==> src/rtl/ir_pkg.sv <==
// Shared IR link definitions: transmitter FSM states, default pulse timing
// in tick-clock cycles, and the receiver decode thresholds.
package ir_pkg;

    typedef enum logic [2:0] {
        IDLE        = 3'd0,
        START_MARK  = 3'd1,
        START_SPACE = 3'd2,
        BIT_MARK    = 3'd3,
        BIT_SPACE   = 3'd4
    } ir_tx_state_t;

    localparam int IR_T_START = 9;
    localparam int IR_T_ONE   = 4;
    localparam int IR_T_ZERO  = 1;
    localparam int IR_T_GAP   = 2;

    // Receiver classifies a mark as bit 1 at >= IR_DEC_ONE_MIN, start at >= IR_DEC_START_MIN.
    localparam int IR_DEC_ONE_MIN   = 3;
    localparam int IR_DEC_START_MIN = 7;

    function automatic int ir_max3(input int a, input int b, input int c);
        int m;
        m = (a > b) ? a : b;
        return (m > c) ? m : c;
    endfunction

endpackage

==> src/rtl/ir_pulse_timer.sv <==
// Loadable down-counter that times marks and spaces; holds at zero until
// reloaded, so zero_o marks the last cycle of the current interval.
module ir_pulse_timer #(
    parameter int W = 4
) (
    input  logic         clk,
    input  logic         reset_n,
    input  logic         load_i,
    input  logic [W-1:0] load_val_i,
    output logic [W-1:0] value_o,
    output logic         zero_o
);

    logic [W-1:0] value_q;

    always_ff @(posedge clk or negedge reset_n) begin
        if (!reset_n) begin
            value_q <= '0;
        end else if (load_i) begin
            value_q <= load_val_i;
        end else if (value_q != '0) begin
            value_q <= value_q - W'(1);
        end
    end

    assign value_o = value_q;
    assign zero_o  = (value_q == '0);

endmodule

==> src/rtl/ir_tx.sv <==
// Pulse-width-coded IR transmitter: start mark, then one mark per bit (MSB
// first) whose length encodes the bit, each mark followed by a T_GAP space.
module ir_tx
    import ir_pkg::*;
#(
    parameter int DATA_W  = 8,
    parameter int T_START = IR_T_START,
    parameter int T_ONE   = IR_T_ONE,
    parameter int T_ZERO  = IR_T_ZERO,
    parameter int T_GAP   = IR_T_GAP,
    localparam int CNT_W  = $clog2(ir_max3(T_START, T_ONE, T_GAP)),
    localparam int IDX_W  = $clog2(DATA_W + 1)
) (
    input  logic              clk,
    input  logic              reset_n,
    input  logic [DATA_W-1:0] data,
    input  logic              valid,
    output logic              ready,
    output logic              irout,
    output logic              busy,
    output logic              done,
    output ir_tx_state_t      dbg_state,
    output logic [CNT_W-1:0]  dbg_count
);

    if (DATA_W < 1) begin : g_bad_data_w
        $error("ir_tx: DATA_W must be >= 1");
    end
    if (T_START < 7) begin : g_bad_t_start
        $error("ir_tx: T_START must be >= 7");
    end
    if (T_ONE < 3 || T_ONE > 6) begin : g_bad_t_one
        $error("ir_tx: T_ONE must be in 3..6");
    end
    if (T_ZERO < 1 || T_ZERO > 2) begin : g_bad_t_zero
        $error("ir_tx: T_ZERO must be in 1..2");
    end
    if (T_GAP < 1) begin : g_bad_t_gap
        $error("ir_tx: T_GAP must be >= 1");
    end

    ir_tx_state_t      state_q, state_d;
    logic [DATA_W-1:0] shift_q, shift_d;
    logic [IDX_W-1:0]  idx_q, idx_d;
    logic              irout_q, done_q, done_d;
    logic              tmr_load;
    logic [CNT_W-1:0]  tmr_load_val, tmr_value;
    logic              tmr_zero;

    function automatic logic [CNT_W-1:0] mark_len(input logic bit_val);
        return bit_val ? CNT_W'(T_ONE - 1) : CNT_W'(T_ZERO - 1);
    endfunction

    ir_pulse_timer #(.W(CNT_W)) u_timer (
        .clk        (clk),
        .reset_n    (reset_n),
        .load_i     (tmr_load),
        .load_val_i (tmr_load_val),
        .value_o    (tmr_value),
        .zero_o     (tmr_zero)
    );

    always_ff @(posedge clk or negedge reset_n) begin
        if (!reset_n) begin
            state_q <= IDLE;
            shift_q <= '0;
            idx_q   <= '0;
            irout_q <= 1'b0;
            done_q  <= 1'b0;
        end else begin
            state_q <= state_d;
            shift_q <= shift_d;
            idx_q   <= idx_d;
            // Envelope follows the registered state one cycle later, so it can never glitch.
            irout_q <= (state_q == START_MARK) || (state_q == BIT_MARK);
            done_q  <= done_d;
        end
    end

    always_comb begin
        state_d      = state_q;
        shift_d      = shift_q;
        idx_d        = idx_q;
        done_d       = 1'b0;
        tmr_load     = 1'b0;
        tmr_load_val = '0;
        case (state_q)
            IDLE: begin
                if (valid) begin
                    shift_d      = data;
                    idx_d        = IDX_W'(DATA_W);
                    tmr_load     = 1'b1;
                    tmr_load_val = CNT_W'(T_START - 1);
                    state_d      = START_MARK;
                end
            end
            START_MARK: begin
                if (tmr_zero) begin
                    tmr_load     = 1'b1;
                    tmr_load_val = CNT_W'(T_GAP - 1);
                    state_d      = START_SPACE;
                end
            end
            START_SPACE: begin
                if (tmr_zero) begin
                    tmr_load     = 1'b1;
                    tmr_load_val = mark_len(shift_q[DATA_W-1]);
                    state_d      = BIT_MARK;
                end
            end
            BIT_MARK: begin
                if (tmr_zero) begin
                    tmr_load     = 1'b1;
                    tmr_load_val = CNT_W'(T_GAP - 1);
                    state_d      = BIT_SPACE;
                end
            end
            BIT_SPACE: begin
                if (tmr_zero) begin
                    shift_d = shift_q << 1;
                    idx_d   = idx_q - IDX_W'(1);
                    if (idx_q == IDX_W'(1)) begin
                        done_d  = 1'b1;
                        state_d = IDLE;
                    end else begin
                        tmr_load     = 1'b1;
                        tmr_load_val = mark_len(shift_d[DATA_W-1]);
                        state_d      = BIT_MARK;
                    end
                end
            end
            default: state_d = IDLE;
        endcase
    end

    assign ready     = (state_q == IDLE);
    assign busy      = (state_q != IDLE);
    assign irout     = irout_q;
    assign done      = done_q;
    assign dbg_state = state_q;
    assign dbg_count = tmr_value;

endmodule
==> config.mk <==
export PLATFORM = sky130hd
export DESIGN_NAME = ir_tx
export DESIGN_NICKNAME = d
export VERILOG_FILES = /design/src/rtl/ir_pkg.sv /design/src/rtl/ir_pulse_timer.sv /design/src/rtl/ir_tx.sv
export SDC_FILE = /design/constraint.sdc
export NUM_CORES = 1
export LEC_CHECK = 0
export BUFFER_PORTS_ARGS = -buffer_cell sky130_fd_sc_hd__buf_2
export CAP_MARGIN = 40
export CORE_MARGIN = 3
export CORE_UTILIZATION = 55
export CTS_CLUSTER_SIZE = 8
export DETAILED_ROUTE_END_ITERATION = 7
export PLACE_DENSITY = 0.88
export SLEW_MARGIN = 20
export SYNTH_ARGS = -nofsm -noshare
export SYNTH_HDL_FRONTEND = slang
export SYNTH_HIERARCHICAL = 1
export SYNTH_SLANG_ARGS = --single-unit
==> constraint.sdc <==
create_clock -name clk -period 5.1 [get_ports clk]
set_clock_uncertainty 0.2 [all_clocks]
set_input_delay 1.02 -clock clk [delete_from_list [all_inputs] [get_ports clk]]
set_output_delay 1.02 -clock clk [all_outputs]
set_load 0.01 [all_outputs]
==> impl_metrics.yaml, run 1 <==
run_status:
  outcome: "completed"
critical_path:
  cp-end-kind: "register"
  critPathKind: "reg -> reg"
  start_kind: "register"
  crit_family: "compound AO/OA/AOI/OAI gates"
  worst-path-buf-inv: 3
  critPathMaxStageDelay_ps: 720
  cp_max_fo: 15
  cp_cell_sequence: "inv_1, ha_1, nor3b_4, inv_1, o311ai_0, buf_1, nor3_1, a221o_1"
  slowest_stage: "o311ai_0"
  required_ps: 5100
  crit_top_cell: "inv_1"
  cp.arrival_ps: 3020
cells_and_area:
  n_antenna_cell: 0
  nFillCells: 157
  nNetsFinal: 143
  layout_common_cells: "21 x dfrtp_1, 21 x buf_2, 15 x mux2_2"
  postLayoutCellArea_sq_mm: 0.00131
  area_growth_pct: 11.7
  drive_gt1_share_pct: 33.6
clocking:
  cts-resized-gates: 0
  post_cts_buffers: 0
  hold_buffers: 0
  path_clk_slew_ps: 120
  insertion_delay_ps: 300
  cts_tree: "yes"
  cts_buffer_depth: 2
  cts.sinks: 21
  cts_made_buffers: 3
  cts_htree_levels: 1
  root_buffer: "clkbuf_4"
placed_design:
  io_buffers: 21
  placed_area_sq_mm: 0.00128
  hpwl_um: 1610
  place_congestion: 0.745
route:
  vias: 859
  initialDrtViolationCount: 15
  dr.pass1.iters: 4
  drc: 0
  drt-wirelength-per-cell_um: 14.1
  drtAntennaViolNets: 0
  drt_wl_total_um: 2180
  vias_per_cell: 5.54
floorplan:
  start_util_pct: 59.0
  fp-row-count: 16
  die-area_sq_mm: 0.00271
  ios: 22
  die_height_um: 52.1
  core_area_sq_mm: 0.00198
  die_w_um: 52.1
global_routing:
  first_global_vias: 828
  antenna_found_initial: 0
  grt_pass1_wl_um: 3680
  grt_max_degree: 22
  track_usage_pct: 18.6
  grt_overflow_total: 0
yosys:
  syn_avg_cell_area_sq_um: 10.8
  synthCells: 108
  yosys_warnings: 6
  netlist-cell-type-count: 35
  netlist_area_sq_mm: 0.00117
  synth-edff-count: 0
  syn_nets: 122
  ys_ff_latch: 21
  synth.yosys.seq_area_share_pct: 45.0
  synthArstFlopShare_pct: 100
  ys.flop_type: "dfrtp_1"
power:
  pwr-share-seq_pct: 43.2
  leakagePower_uw: 0.000591
  p_sw_uw: 300
  power.density_mw_per_mm2: 572
  switching_share_pct: 40.2
  p_comb_share_pct: 45.9
  p_int_uw: 447
  clkPwrFrac_pct: 10.8
  ir_drop_v: 0.000339
sta:
  worst_slew_pin_slew_ps: 786
  rsz0062_at_grt: "false"
  setup_tns_ps: 0
  slew_headroom_pct: 46.9
  drv_slew: 0
  fin_crit_ps: 3020
  final-setup-viol-count: 0
  finalHoldViolations: 0
  post-route-period-util_pct: 59.3
  fmax_mhz: 331
min_path:
  hp-class: "reg -> reg"
job:
  cap_viol_max_count: 0
==> metal layers <==
| layer | part of all wire (%) | GRT usage, % | vias to the layer above |
|---|---|---|---|
| met2 | 52 | 32.0 | 23 |
| li1 | - | - | 417 |
| met1 | 42 | 22.5 | 415 |
| met5 | 0 | 0 | - |
| met4 | 1.1 | 7.86 | 0 |
| met3 | 4.6 | 3.72 | 4 |
==> state kept, by name (all words and copies together), names as in the netlist <==
name and flops:
shift_q 8, idx_q 4, done 1, dbg_state 3
u_timer/value_o 4, irout 1
==> per-stage QoR <==
step,total power (uW),std cells,setup WS (ps),utilization (%),hold WS [ps]
floorplan,580,108,2510,-,242
global placement,639,150,2100,64.3,258
detailed placement,671,151,2130,64.5,271
CTS,754,155,2110,65.8,293
global route,809,155,1810,65.8,304
finish,747,155,2080,65.8,291
==> logic make-up (layout without fill, tap and decap cells) <==
logic type	Yosys count	in the layout	synth area share (%)
simple gates	33	33	17.9
flops	21	21	45.0
mux	20	20	18.7
compound gates	15	15	8.78
buf+inv	14	34	5.35
fa+ha+maj	3	3	3.21
other cells	1	1	0.321
xor+xnor	1	1	0.750
==> synth_stat cells, types with 2 or more instances <==
master | instances | area (sq um)
inv_1 | 8 | 30.0
buf_2 | 2 | 10.0
nor2_1 | 5 | 18.8
a21oi_1 | 2 | 10.0
nor3_1 | 4 | 20.0
nor2b_1 | 5 | 31.3
o21ai_0 | 3 | 15.0
ha_1 | 3 | 37.5
mux2_2 | 15 | 169
clkbuf_1 | 3 | 11.3
dfrtp_1 | 21 | 526
o21a_1 | 3 | 22.5
mux2i_1 | 5 | 50.1
nand2_1 | 8 | 30.0
==> cell type report <==
type                       instances  area, sq um  share of cell area, %
sequential                        21          526                   40.3
multi-input combinational         73          581                   44.5
tap                               27         33.8                   2.59
timing repair buffer              22          109                   8.34
clock buffer                       4         26.3                   2.01
inverter                           8         30.0                   2.30
==> worst paths after layout <==
| kind | startpoint | to | slack [ps] | depth (start not counted) |
|---|---|---|---|---|
| min in group asynchronous | reset_n | dbg_state[2]$_DFFE_PN0P_ | 440 | 1 |
| max in group asynchronous | reset_n | shift_q[2]$_DFFE_PN0P_ | 3940 | 1 |
| max | u_timer/value_o[0]$_DFFE_PN0P_ | u_timer/value_o[3]$_DFFE_PN0P_ | 2080 | 8 |
| max reg2reg | u_timer/value_o[0]$_DFFE_PN0P_ | u_timer/value_o[3]$_DFFE_PN0P_ | 2080 | 8 |
| min | idx_q[3]$_DFFE_PN0P_ | idx_q[3]$_DFFE_PN0P_ | 290 | 1 |
| min reg2reg | idx_q[3]$_DFFE_PN0P_ | idx_q[3]$_DFFE_PN0P_ | 290 | 1 |
==> power groups by stage <==
stage,Combinational (uW),Sequential [uW],Clock [uW]
5_1_grt,384,336,89.2
6_report,343,323,80.9
4_1_cts,346,323,84.5
3_5_place_dp,345,326,0
3_3_place_gp,322,317,0
2_1_floorplan,285,295,0
(Power assumes the default switching activity.)
==> run 2, diff against run 1 <==
Settings changed: CORE_UTILIZATION 55 to 48, PLACE_DENSITY 0.88 to 0.82.
Clock period 5.1 ns to 2.6 ns, I/O delays scaled along.
==> run 2 against run 1 <==
Via count rose by 1.0%. Critical endpoint unchanged. Utilization fell by 6.2 points. Global-route usage fell by 3.3 points. Die area rose by 13%. Count of clock-buffer cells in the layout fell by 1. Wire length rose by 0.92%. Non-clock buffer count rose by 4. Sequential cell count did not move.
==> impl_metrics.yaml, run 2 (synthesized netlist as in run 1, its figures left out) <==
global_routing:
  grtUsageMet1_pct: 19.7
  grt_overflow_total: 0
  grt_max_degree: 22
  first_global_vias: 847
  grt_pass1_wl_um: 3780
  grt_use_met2_pct: 24.8
  grt_use_met3_pct: 3.04
  top_usage_layer: "met2"
  antenna_found_initial: 0
  track_usage_pct: 15.3
floorplan:
  die_height_um: 55.3
  core_area_sq_mm: 0.00225
  ios: 22
  fp-row-count: 17
  die-area_sq_mm: 0.00306
  start_util_pct: 51.8
  die_w_um: 55.3
cells_and_area:
  postLayoutCellArea_sq_mm: 0.00134
  drive_gt1_share_pct: 36.4
  top_register: "shift_q"
  layout_common_cells: "21 x dfrtp_1, 21 x buf_2, 15 x mux2_2"
  largest_reg_flops: 8
  nFillCells: 188
  multi_input_area_sq_um: 581
  area_growth_pct: 15.0
  nNetsFinal: 147
  register_area_sq_um: 526
  n_antenna_cell: 0
sta:
  post-route-period-util_pct: 91.3
  fin_crit_ps: 2370
  finalHoldViolations: 0
  drv_slew: 0
  final-setup-viol-count: 0
  rsz0062_at_grt: "false"
  fmax_mhz: 421
  setup_tns_ps: 0
clocking:
  cts_tree: "yes"
  cts_buffer_depth: 2
  cts_made_buffers: 3
  cts.sinks: 21
  insertion_delay_ps: 310
  path_clk_slew_ps: 120
  root_buffer: "clkbuf_4"
  post_cts_buffers: 0
  cts_htree_levels: 1
job:
  cap_viol_max_count: 0
run_status:
  outcome: "completed"
critical_path:
  cp-end-kind: "register"
  cp_max_fo: 8
  start_kind: "register"
  crit_start: "u_timer/value_o[0]$_DFFE_PN0P_"
  r2r_slack_ps: 230
  required_ps: 2610
  rr_startpoint: "u_timer/value_o[0]$_DFFE_PN0P_"
  critPathKind: "reg -> reg"
  r2r_cells: 8
  cp.arrival_ps: 2390
  r2r-end: "u_timer/value_o[3]$_DFFE_PN0P_"
power:
  ir_drop_v: 0.000593
  p_int_uw: 909
  pwr-share-seq_pct: 40.8
  power_uw: 1510
  p_sw_uw: 602
  leakagePower_uw: 0.000618
  switching_share_pct: 39.9
  p_comb_share_pct: 48.4
  clkPwrFrac_pct: 10.8
  power.density_mw_per_mm2: 1120
placed_design:
  placed_area_sq_mm: 0.00131
  place_congestion: 0.791
  io_buffers: 21
  hpwl_um: 1640
min_path:
  whs_path_depth: 3
  hp-class: "in -> reg"
  min-delay-start: "data[0]"
  min_to: "shift_q[0]$_DFFE_PN0P_"
route:
  drc: 0
  vias_per_cell: 5.43
  initialDrtViolationCount: 8
  drt_wl_total_um: 2200
  vias: 868
  drt-wirelength-per-cell_um: 13.8
  dr.pass1.iters: 4
  drtAntennaViolNets: 0
-- run 2: metrics by stage --
stage / utilization (%) / worst slack (ps) / cells / hold WS (ps)
3_5_place_dp: 57.9 / 229 / 155 / 293
2_1_floorplan: - / 12.6 / 108 / 24.4
6_report: 59.6 / 226 / 160 / 215
3_3_place_gp: 57.9 / 377 / 155 / 263
5_1_grt: 59.6 / 61.4 / 160 / 238
4_1_cts: 59.6 / 207 / 160 / 212
-- run 2: critical path, cell delays in order, from the launching register on --
cell and delay [ps]:
dfrtp_1 420, inv_1 90, ha_1 210, nor3b_4 330, inv_1 60, o311ai_0 380
buf_4 220, nor3_1 60, a221o_1 310
-- run 2: layer usage --
| metal | vias up | share of wire, % |
|---|---|---|
| met2 | 16 | 47 |
| met1 | 419 | 48 |
| met5 | - | 0 |
| met3 | 5 | 3.2 |
| li1 | 428 | - |
| met4 | 0 | 1.8 |
-- run 2: how the worst max path moves through the flow --
| stage | to | cells after the start |
|---|---|---|
| finish | u_timer/value_o[3]$_DFFE_PN0P_ | 8 |
| global route | u_timer/value_o[3]$_DFFE_PN0P_ | 8 |
| CTS | u_timer/value_o[3]$_DFFE_PN0P_ | 8 |
| detailed placement | u_timer/value_o[3]$_DFFE_PN0P_ | 8 |
| global placement | u_timer/value_o[3]$_DFFE_PN0P_ | 8 |
| floorplan | u_timer/value_o[3]$_DFFE_PN0P_ | 9 |
-- run 2: timing repair --
item | 4_1_cts | 5_1_grt
endpoints found under the hold margin | 21 | 0
resized for setup | 0 | 0
hold buffers | 1 | 0
-- run 2: power by group through the flow --
stage / clock network (uW) / registers (uW) / logic, uW
floorplan: 0 / 578 / 558
global placement: 0 / 603 / 702
global route: 177 / 639 / 812
CTS: 166 / 615 / 735
detailed placement: 0 / 623 / 730
finish: 162 / 617 / 732
-- run 2: area by class of cell --
type                            count  share of cell area, %
Clock inverter                      1                  0.372
Sequential cell                    21                   39.1
Inverter                            8                   2.23
Clock buffer                        3                   1.68
Multi-Input combinational cell     73                   43.2
Tap cell                           28                   2.61
Timing Repair Buffer               26                   10.8
